## config.mk

```make
export PLATFORM = sky130hd
export DESIGN_NAME = axi_llc_way_arbiter
export DESIGN_NICKNAME = d
export VERILOG_FILES = /design/src/rtl/axi_llc_way_arbiter.sv
export SDC_FILE = /design/constraint.sdc
export NUM_CORES = 1
export LEC_CHECK = 0
export CORE_AREA = 2 2 133 135
export CTS_BUF_LIST = sky130_fd_sc_hd__clkbuf_2
export CTS_CLUSTER_SIZE = 30
export DETAILED_ROUTE_END_ITERATION = 16
export DIE_AREA = 0 0 135 137
export PLACE_DENSITY = 0.68
export SLEW_MARGIN = 30
export SYNTH_ARGS = -nofsm -noshare
export SYNTH_HDL_FRONTEND = slang
export SYNTH_SLANG_ARGS = --single-unit
export TNS_END_PERCENT = 50
```

## constraint.sdc

```tcl
create_clock -name clk_i -period 7.2 [get_ports clk_i]
set_clock_uncertainty 0.1 [all_clocks]
set_input_delay 0.72 -clock clk_i [delete_from_list [all_inputs] [get_ports clk_i]]
set_output_delay 0.72 -clock clk_i [all_outputs]
set_load 0.02 [all_outputs]
```

## src/rtl/axi_llc_way_arbiter.sv

```systemverilog
// Burst-granular round-robin arbiter sharing the LLC data-way request port
// between cache units, with a registered output slice towards the data ways.
module axi_llc_way_arbiter #(
    parameter int unsigned NumUnits     = 4,
    parameter int unsigned PayloadWidth = 64,
    parameter int unsigned IdxWidth     = $clog2(NumUnits)
) (
    input  logic                             clk_i,
    input  logic                             rst_ni,
    input  logic [NumUnits-1:0]              req_valid_i,
    output logic [NumUnits-1:0]              req_ready_o,
    input  logic [NumUnits-1:0]              req_last_i,
    input  logic [NumUnits*PayloadWidth-1:0] req_payload_i,
    output logic [PayloadWidth-1:0]          way_inp_o,
    output logic                             way_inp_valid_o,
    input  logic                             way_inp_ready_i,
    output logic [IdxWidth-1:0]              gnt_idx_o,
    output logic                             locked_o
);

    typedef enum logic {
        IDLE   = 1'b0,
        LOCKED = 1'b1
    } state_e;

    state_e                  state_q, state_d;
    logic [IdxWidth-1:0]     rr_ptr_q, rr_ptr_d;
    logic [IdxWidth-1:0]     lock_idx_q, lock_idx_d;
    logic                    out_valid_q;
    logic [PayloadWidth-1:0] out_payload_q;
    logic [IdxWidth-1:0]     gnt_q;

    logic                    take;
    logic                    found;
    logic                    hs;
    logic [IdxWidth-1:0]     cand;
    logic [IdxWidth-1:0]     winner;
    logic [IdxWidth-1:0]     sel_idx;
    logic [PayloadWidth-1:0] payload_arr [NumUnits];

    function automatic logic [IdxWidth-1:0] inc_wrap(input logic [IdxWidth-1:0] idx);
        return (idx == IdxWidth'(NumUnits - 1)) ? '0 : idx + 1'b1;
    endfunction

    for (genvar g = 0; g < NumUnits; g++) begin : g_unpack
        assign payload_arr[g] = req_payload_i[g*PayloadWidth +: PayloadWidth];
    end

    // First valid unit at or after the round-robin pointer, with wrap.
    always_comb begin
        winner = rr_ptr_q;
        found  = 1'b0;
        cand   = rr_ptr_q;
        for (int unsigned k = 0; k < NumUnits; k++) begin
            if (!found && req_valid_i[cand]) begin
                winner = cand;
                found  = 1'b1;
            end
            cand = inc_wrap(cand);
        end
    end

    always_comb begin
        state_d     = state_q;
        rr_ptr_d    = rr_ptr_q;
        lock_idx_d  = lock_idx_q;
        req_ready_o = '0;
        sel_idx     = winner;
        take        = !out_valid_q || way_inp_ready_i;

        case (state_q)
            IDLE: begin
                sel_idx = winner;
                if (found && take && rst_ni) begin
                    req_ready_o[sel_idx] = 1'b1;
                end
            end
            LOCKED: begin
                sel_idx = lock_idx_q;
                if (take && rst_ni) begin
                    req_ready_o[sel_idx] = 1'b1;
                end
            end
            default: ;
        endcase

        hs = req_valid_i[sel_idx] && req_ready_o[sel_idx];

        // The pointer only moves at the end of a burst.
        if (hs) begin
            if (req_last_i[sel_idx]) begin
                state_d  = IDLE;
                rr_ptr_d = inc_wrap(sel_idx);
            end else begin
                state_d    = LOCKED;
                lock_idx_d = sel_idx;
            end
        end
    end

    always_ff @(posedge clk_i or negedge rst_ni) begin
        if (!rst_ni) begin
            state_q    <= IDLE;
            rr_ptr_q   <= '0;
            lock_idx_q <= '0;
        end else begin
            state_q    <= state_d;
            rr_ptr_q   <= rr_ptr_d;
            lock_idx_q <= lock_idx_d;
        end
    end

    // Output slice: loads on handshake, empties when consumed with nothing new.
    always_ff @(posedge clk_i or negedge rst_ni) begin
        if (!rst_ni) begin
            out_valid_q   <= 1'b0;
            out_payload_q <= '0;
            gnt_q         <= '0;
        end else if (hs) begin
            out_valid_q   <= 1'b1;
            out_payload_q <= payload_arr[sel_idx];
            gnt_q         <= sel_idx;
        end else if (way_inp_ready_i) begin
            out_valid_q <= 1'b0;
        end
    end

    assign way_inp_o       = out_payload_q;
    assign way_inp_valid_o = out_valid_q;
    assign gnt_idx_o       = gnt_q;
    assign locked_o        = (state_q == LOCKED);

endmodule

```

* Yosys cells after proc, flatten, opt, wreduce, memory -nomap -nowiden
Index checks and enable logic that the tools add are counted.
** Cells by class
- Add/subtract/negate cells :: 4
- $lt $le $gt $ge :: 10
- Equality and inequality tests :: 4
- Multiplexer cells :: 39
- Bitwise gates (word level) :: 3
- Reduce and logical (&&, ||, !) cells :: 17
** Operators with widths (number)
- 64-bit binary-select mux with 2-bit select :: 1
- 64-bit 2-to-1 mux :: 2
- 2-bit by 3-bit < comparator with 1-bit output (second input constant) :: 7
- 1-bit 2-to-1 mux :: 16
- 1-bit binary-select mux with 2-bit select :: 7
- 2-bit 2-to-1 mux :: 7
- 1-bit logical AND :: 9
- 2-bit by 1-bit adder with 2-bit output (second input constant) :: 4
- 2-bit == test (second input constant) :: 4
- 4-bit 2-to-1 mux :: 2
- 4-bit one-hot mux with 2 select lines :: 1
- 1-bit demux with 2-bit select :: 2
- 2-bit by 1-bit >= comparator with 1-bit output (second input constant) :: 2
- 1-bit zero test :: 4
- 2-bit one-hot mux with 2 select lines :: 1
- 2-bit AND reduction :: 2
- 3-bit >= comparator (second input constant) :: 1
- 2-bit NOT with 3-bit output :: 1
- 1-bit NOT :: 2
- 2-bit nonzero test :: 1
- 1-bit logical OR :: 1
** Storage, ports and cells
- Register bits :: 72
- Input port bits :: 267
- Output and inout port bits :: 72
- Word-level logic and storage cells :: 83

* Logic depth before layout (Yosys ltp)
- Depth in word-level cells :: 22
- Mapped depth :: 14

* Worst setup path after synthesis
Ideal clock, no wire load.
- Kind :: register to register
- From :: register rr_ptr_q[1]
- To :: register out_payload_q[33], in the netlist way_inp_o[33]
- Data arrival time :: 3.516 ns
- Slack :: 3.459 ns
- Stages on the path, launching flop included :: 13
- Path buffers :: 3
- Cells stage by stage :: dfrtp_1 -> ha_1 -> buf_2 -> or2_2 -> and2_1 -> or4b_1 -> and3_1 -> o22ai_1 -> a32o_2 -> mux2i_2 -> buf_6 -> buf_6 -> mux2_4
** On the way
- Longest elaborated chain between the ends :: 21
** RTL lines
- from (decl) :: line 27 : logic [IdxWidth-1:0] rr_ptr_q, rr_ptr_d;
- from (signal assigned) :: line 108 : rr_ptr_q <= rr_ptr_d;
- branches (longest 16 deep; another with 2-bit by 3-bit < comparator with 1-bit output)
- 4-bit 2-to-1 mux (*) :: line 74 : if (found && take && rst_ni) begin
- 4-bit one-hot mux with 2 select lines (*) :: line 71 : case (state_q)
- via req_ready_o[3] :: line 11 : output logic [NumUnits-1:0] req_ready_o,
- 1-bit binary-select mux with 2-bit select (*) :: line 87 : hs = req_valid_i[sel_idx] && req_ready_o[sel_idx];
- 1-bit 2-to-1 mux (not written as such) (*) :: line 87
- 1-bit logical AND (*) :: line 87
- to (signal assigned) :: line 121 : out_payload_q <= payload_arr[sel_idx];
- to (decl) :: line 30 : logic [PayloadWidth-1:0] out_payload_q;
Mark *: on every way through the listed nets, which the timed path passes. The select of a mux whose other input is x is not followed.
A chain may end at the register's enable or synchronous reset.

* Worst setup path after layout
- From :: register rr_ptr_q[0]
- To :: output port req_ready_o[1]
** On the way
- Longest elaborated chain between the ends :: 18
** RTL lines (line)
- branches (longest 16 deep; another with 2-bit by 3-bit < comparator with 1-bit output)
- 4-bit 2-to-1 mux (*) :: 74
- 4-bit one-hot mux with 2 select lines (*) :: 71
- to (decl) :: 11
Every way passes the cells marked *. The select of a mux whose other input is x is not followed.

==> results.toml <==
[run_status]
status = "completed"

[routing]
vias_per_cell = 5.007
drtIter0Drc = 290
detail-route-antenna-nets = 0
detailed_route_wire_length_per_cell_um = 19.79
wl_um = 17360
firstDrtPassIters = 4
num_vias = 4391
drc = 0

[pwr]
total_leakage_power_nw = 3.332
power_density_mw_per_mm2 = 436.1
max-vdd-ir-drop_mv = 0.2235

[placed_design]
pre_cts_slack_ps = 2113
io_buffers = 338
dpl.hpwl_um = 14080
gp_congestion = 0.9240

[grt]
antenna_found_initial = 2
grt_overflow = 0
gr-usage-all-layers_pct = 18.54
grt_first_pass_wirelength_um = 25650
grt_start_max_net_pins = 74
vias_in_the_first_global_route = 4586

[floorplan]
core_region_area_mm2 = 0.01706
initial_core_utilization_pct = 28.53
die_area_mm2 = 0.01850
die-width_um = 135
die_height_um = 137
ioPinCount = 339
site_row_count = 48

[sta]
slew_viol_final = 0
setup_viol = 0
timing.fmax_mhz = 192.0
hold-worst-slack_ps = 150.6
rsz0062_at_grt = "false"
timing.max_slew.rel_slack_pct = 37.36
final_cycle_utilization_of_the_critical_path_pct = 72.35
post-route-worst-setup-slack_ps = 1991
post-route-min-period_ps = 5209
tightestPinTransition_ps = 939.6
finalHoldViolCount = 0
fin_setup_tns_ps = 0

[clock_network]
clock_tree.htree_level_count = 3
clock_pin_transition_on_the_worst_setup_and_hold_timing_paths_ps = 210
max-clock-path-buffers = 2
hold_buffers = 0
ctsResizeCount = 0
worstSkewPairLatency_ps = 540
tritoncts = "built"
cts.root.buffer_cell = "sky130_fd_sc_hd__clkbuf_2"
cts_buffers = 9
cts_num_sinks = 72
post-cts-setup-buffers = 0

[worst_setup_path]
slowest_delay_ps = 740
setup.worst_path.end_class = "output port"
setup.worst_path.class = "reg2out"
worst_ep_arrival_time_ps = 4390
cp_data_required_time_ps = 6380
critical_path.max_fanout = 19
start_kind = "flop"
path_cells = "ha_1 > nor4bb_1 > a211oi_1 > o22a_1 > or4b_1 > and3_1 > o22ai_1 > clkdlybuf4s50_1"
crit_path_top_delay_cell = "sky130_fd_sc_hd__ha_1"
timing.reg2reg.worst_path_depth = 11

[yosys]
synth_top_cell_area_share_pct = 37.03
synth_area_leaders = "sky130_fd_sc_hd__dfrtp_1 (37%), sky130_fd_sc_hd__mux4_2 (30%), sky130_fd_sc_hd__mux2_2 (12%), sky130_fd_sc_hd__mux2_4 (4.9%), sky130_fd_sc_hd__mux2i_1 (1.9%)"
netlist-cell-type-count = 52
synth-edff-count = 0
postSynthRegisterBits = 72
syn_area_mm2 = 0.004866
synth-seq-area-share_pct = 37.03
synthesis.yosys.warnings = 0
synth-async-reset-ratio_pct = 100.0
synth_flop_cell = "sky130_fd_sc_hd__dfrtp_1"
avgSynthCellArea_um2 = 15.21
synthesis.nets = 589
netlist.top_cell.by_area = "sky130_fd_sc_hd__dfrtp_1"
syn-instance-count = 320

[layout]
multi_input_comb_area_mm2 = 0.002878
nFillCells = 1484
utilization_pct = 50.12
final_net_count = 915
layout-drive-gt1-share_pct = 24.58
syn_to_final_growth_pct = 75.68
register_area_mm2 = 0.001802

[min_path]
hold_class = "in2async"

[job]
timing.max_cap.violations = 0
-- cells in the mapped netlist, types with 2 or more instances --
cell type and n:
sky130_fd_sc_hd__a22oi_1 2, sky130_fd_sc_hd__mux2_4 16, sky130_fd_sc_hd__dfrtp_1 72, sky130_fd_sc_hd__ha_1 2
sky130_fd_sc_hd__buf_2 11, sky130_fd_sc_hd__buf_4 5, sky130_fd_sc_hd__mux4_2 64, sky130_fd_sc_hd__a21oi_1 2
sky130_fd_sc_hd__a31oi_1 2, sky130_fd_sc_hd__mux2i_1 9, sky130_fd_sc_hd__o22ai_1 2, sky130_fd_sc_hd__o311ai_0 2
sky130_fd_sc_hd__buf_1 2, sky130_fd_sc_hd__inv_1 9, sky130_fd_sc_hd__o32ai_1 3, sky130_fd_sc_hd__nand3_1 2
sky130_fd_sc_hd__nor2b_1 3, sky130_fd_sc_hd__nor2_1 5, sky130_fd_sc_hd__clkbuf_1 5, sky130_fd_sc_hd__mux2_2 52
sky130_fd_sc_hd__nand4_1 3, sky130_fd_sc_hd__nor3_1 3, sky130_fd_sc_hd__nand2_1 6, sky130_fd_sc_hd__and2_1 2
sky130_fd_sc_hd__a21o_1 2, sky130_fd_sc_hd__buf_6 5, sky130_fd_sc_hd__nand2b_1 3, sky130_fd_sc_hd__o211ai_1 2
-- stage by stage --
step           total power, mW  cell area [um2]  instances
2_1_floorplan            2.649             4866        320
3_3_place_gp             3.488             8426        860
3_5_place_dp             3.540             8426        860
4_1_cts                  3.789             8542        876
5_1_grt                  3.980             8548        877
6_report                 3.728             8548        877
-- metal layers --
| metal | vias up | track usage (%) | part of all wire [%] |
|---|---|---|---|
| met4 | 2 | 6.887 | 2.1 |
| met3 | 26 | 5.074 | 8.0 |
| met2 | 228 | 33.90 | 54 |
| li1 | 1960 | - | - |
| met1 | 2175 | 20.59 | 36 |
| met5 | - | 0 | 0.075 |
-- final cells by class --
cell class | instances | area share [%]
Antenna cell | 1 | 0.02927
Inverter | 9 | 0.3952
Tap cell | 225 | 3.293
Clock buffer | 9 | 0.5269
Sequential cell | 72 | 21.08
Timing Repair Buffer | 343 | 40.18
Clock inverter | 7 | 0.8343
Multi-Input combinational cell | 211 | 33.67
-- power breakdown --
group          switching [mW]  leakage (nW)  internal, mW  total, mW
combinational            1.21          2.41          1.52       2.74
clock                   0.157        0.0659        0.0799      0.237
sequential              0.136         0.855         0.618      0.755
total                    1.51          3.33          2.22       3.73
-- critical path, delay by kind of cell (launching register included) --
kind                     cells  cell delay, ps
AND/OR/NAND/NOR              3            1140
buffers and inverters        1             670
AO/OA/AOI/OAI                3             670
flip-flops                   1             650
adder cells (fa/ha/maj)      1             740
-- flip-flops by register name, indices dropped and copies added, names as in the netlist --
signal / count
way_inp_o: 64
way_inp_valid_o: 1
gnt_idx_o: 2
rr_ptr_q: 2
locked_o: 1
lock_idx_q: 2
-- cell families after synthesis --
logic type	count (synthesis)	synth area share, %
buf+inv	37	4.294
mux	142	48.73
simple gates	35	4.217
flops	72	37.03
fa+ha+maj	2	0.5142
compound gates	32	5.220
-- path summary, 6_finish.rpt --
path                                            from                         to  slack, ps
hold / removal                                rst_ni  way_inp_o[48]$_DFFE_PN0P_        150
setup / recovery             rr_ptr_q[0]$_DFFE_PN0P_             req_ready_o[1]       1990
min in group clk_i         way_inp_o[17]$_DFFE_PN0P_  way_inp_o[17]$_DFFE_PN0P_        430
max in group asynchronous                     rst_ni   way_inp_o[3]$_DFFE_PN0P_       6390
setup reg to reg             rr_ptr_q[0]$_DFFE_PN0P_    rr_ptr_q[0]$_DFFE_PN0P_       2150
hold reg to reg            way_inp_o[17]$_DFFE_PN0P_  way_inp_o[17]$_DFFE_PN0P_        430
-- cell usage in the layout, fill, tap and decap left out, types with 2 or more instances in the layout --
master	n
sky130_fd_sc_hd__a21o_1	2
sky130_fd_sc_hd__a21oi_1	2
sky130_fd_sc_hd__a22oi_1	2
sky130_fd_sc_hd__a31oi_1	2
sky130_fd_sc_hd__and2_1	2
sky130_fd_sc_hd__buf_4	4
sky130_fd_sc_hd__clkbuf_2	9
sky130_fd_sc_hd__clkdlybuf4s50_1	337
sky130_fd_sc_hd__clkinvlp_4	2
sky130_fd_sc_hd__dfrtp_1	72
sky130_fd_sc_hd__ha_1	2
sky130_fd_sc_hd__inv_1	9
sky130_fd_sc_hd__mux2_2	52
sky130_fd_sc_hd__mux2_4	16
sky130_fd_sc_hd__mux2i_1	8
sky130_fd_sc_hd__mux2i_4	2
sky130_fd_sc_hd__mux4_2	64
sky130_fd_sc_hd__nand2_1	6
sky130_fd_sc_hd__nand2b_1	3
sky130_fd_sc_hd__nand3_1	2
sky130_fd_sc_hd__nand4_1	3
sky130_fd_sc_hd__nor2_1	5
sky130_fd_sc_hd__nor2b_1	3
sky130_fd_sc_hd__nor3_1	3
sky130_fd_sc_hd__o211ai_1	2
sky130_fd_sc_hd__o22ai_1	2
sky130_fd_sc_hd__o311ai_0	2
sky130_fd_sc_hd__o32ai_1	3
Note: power is estimated with default switching activity, not from simulation.
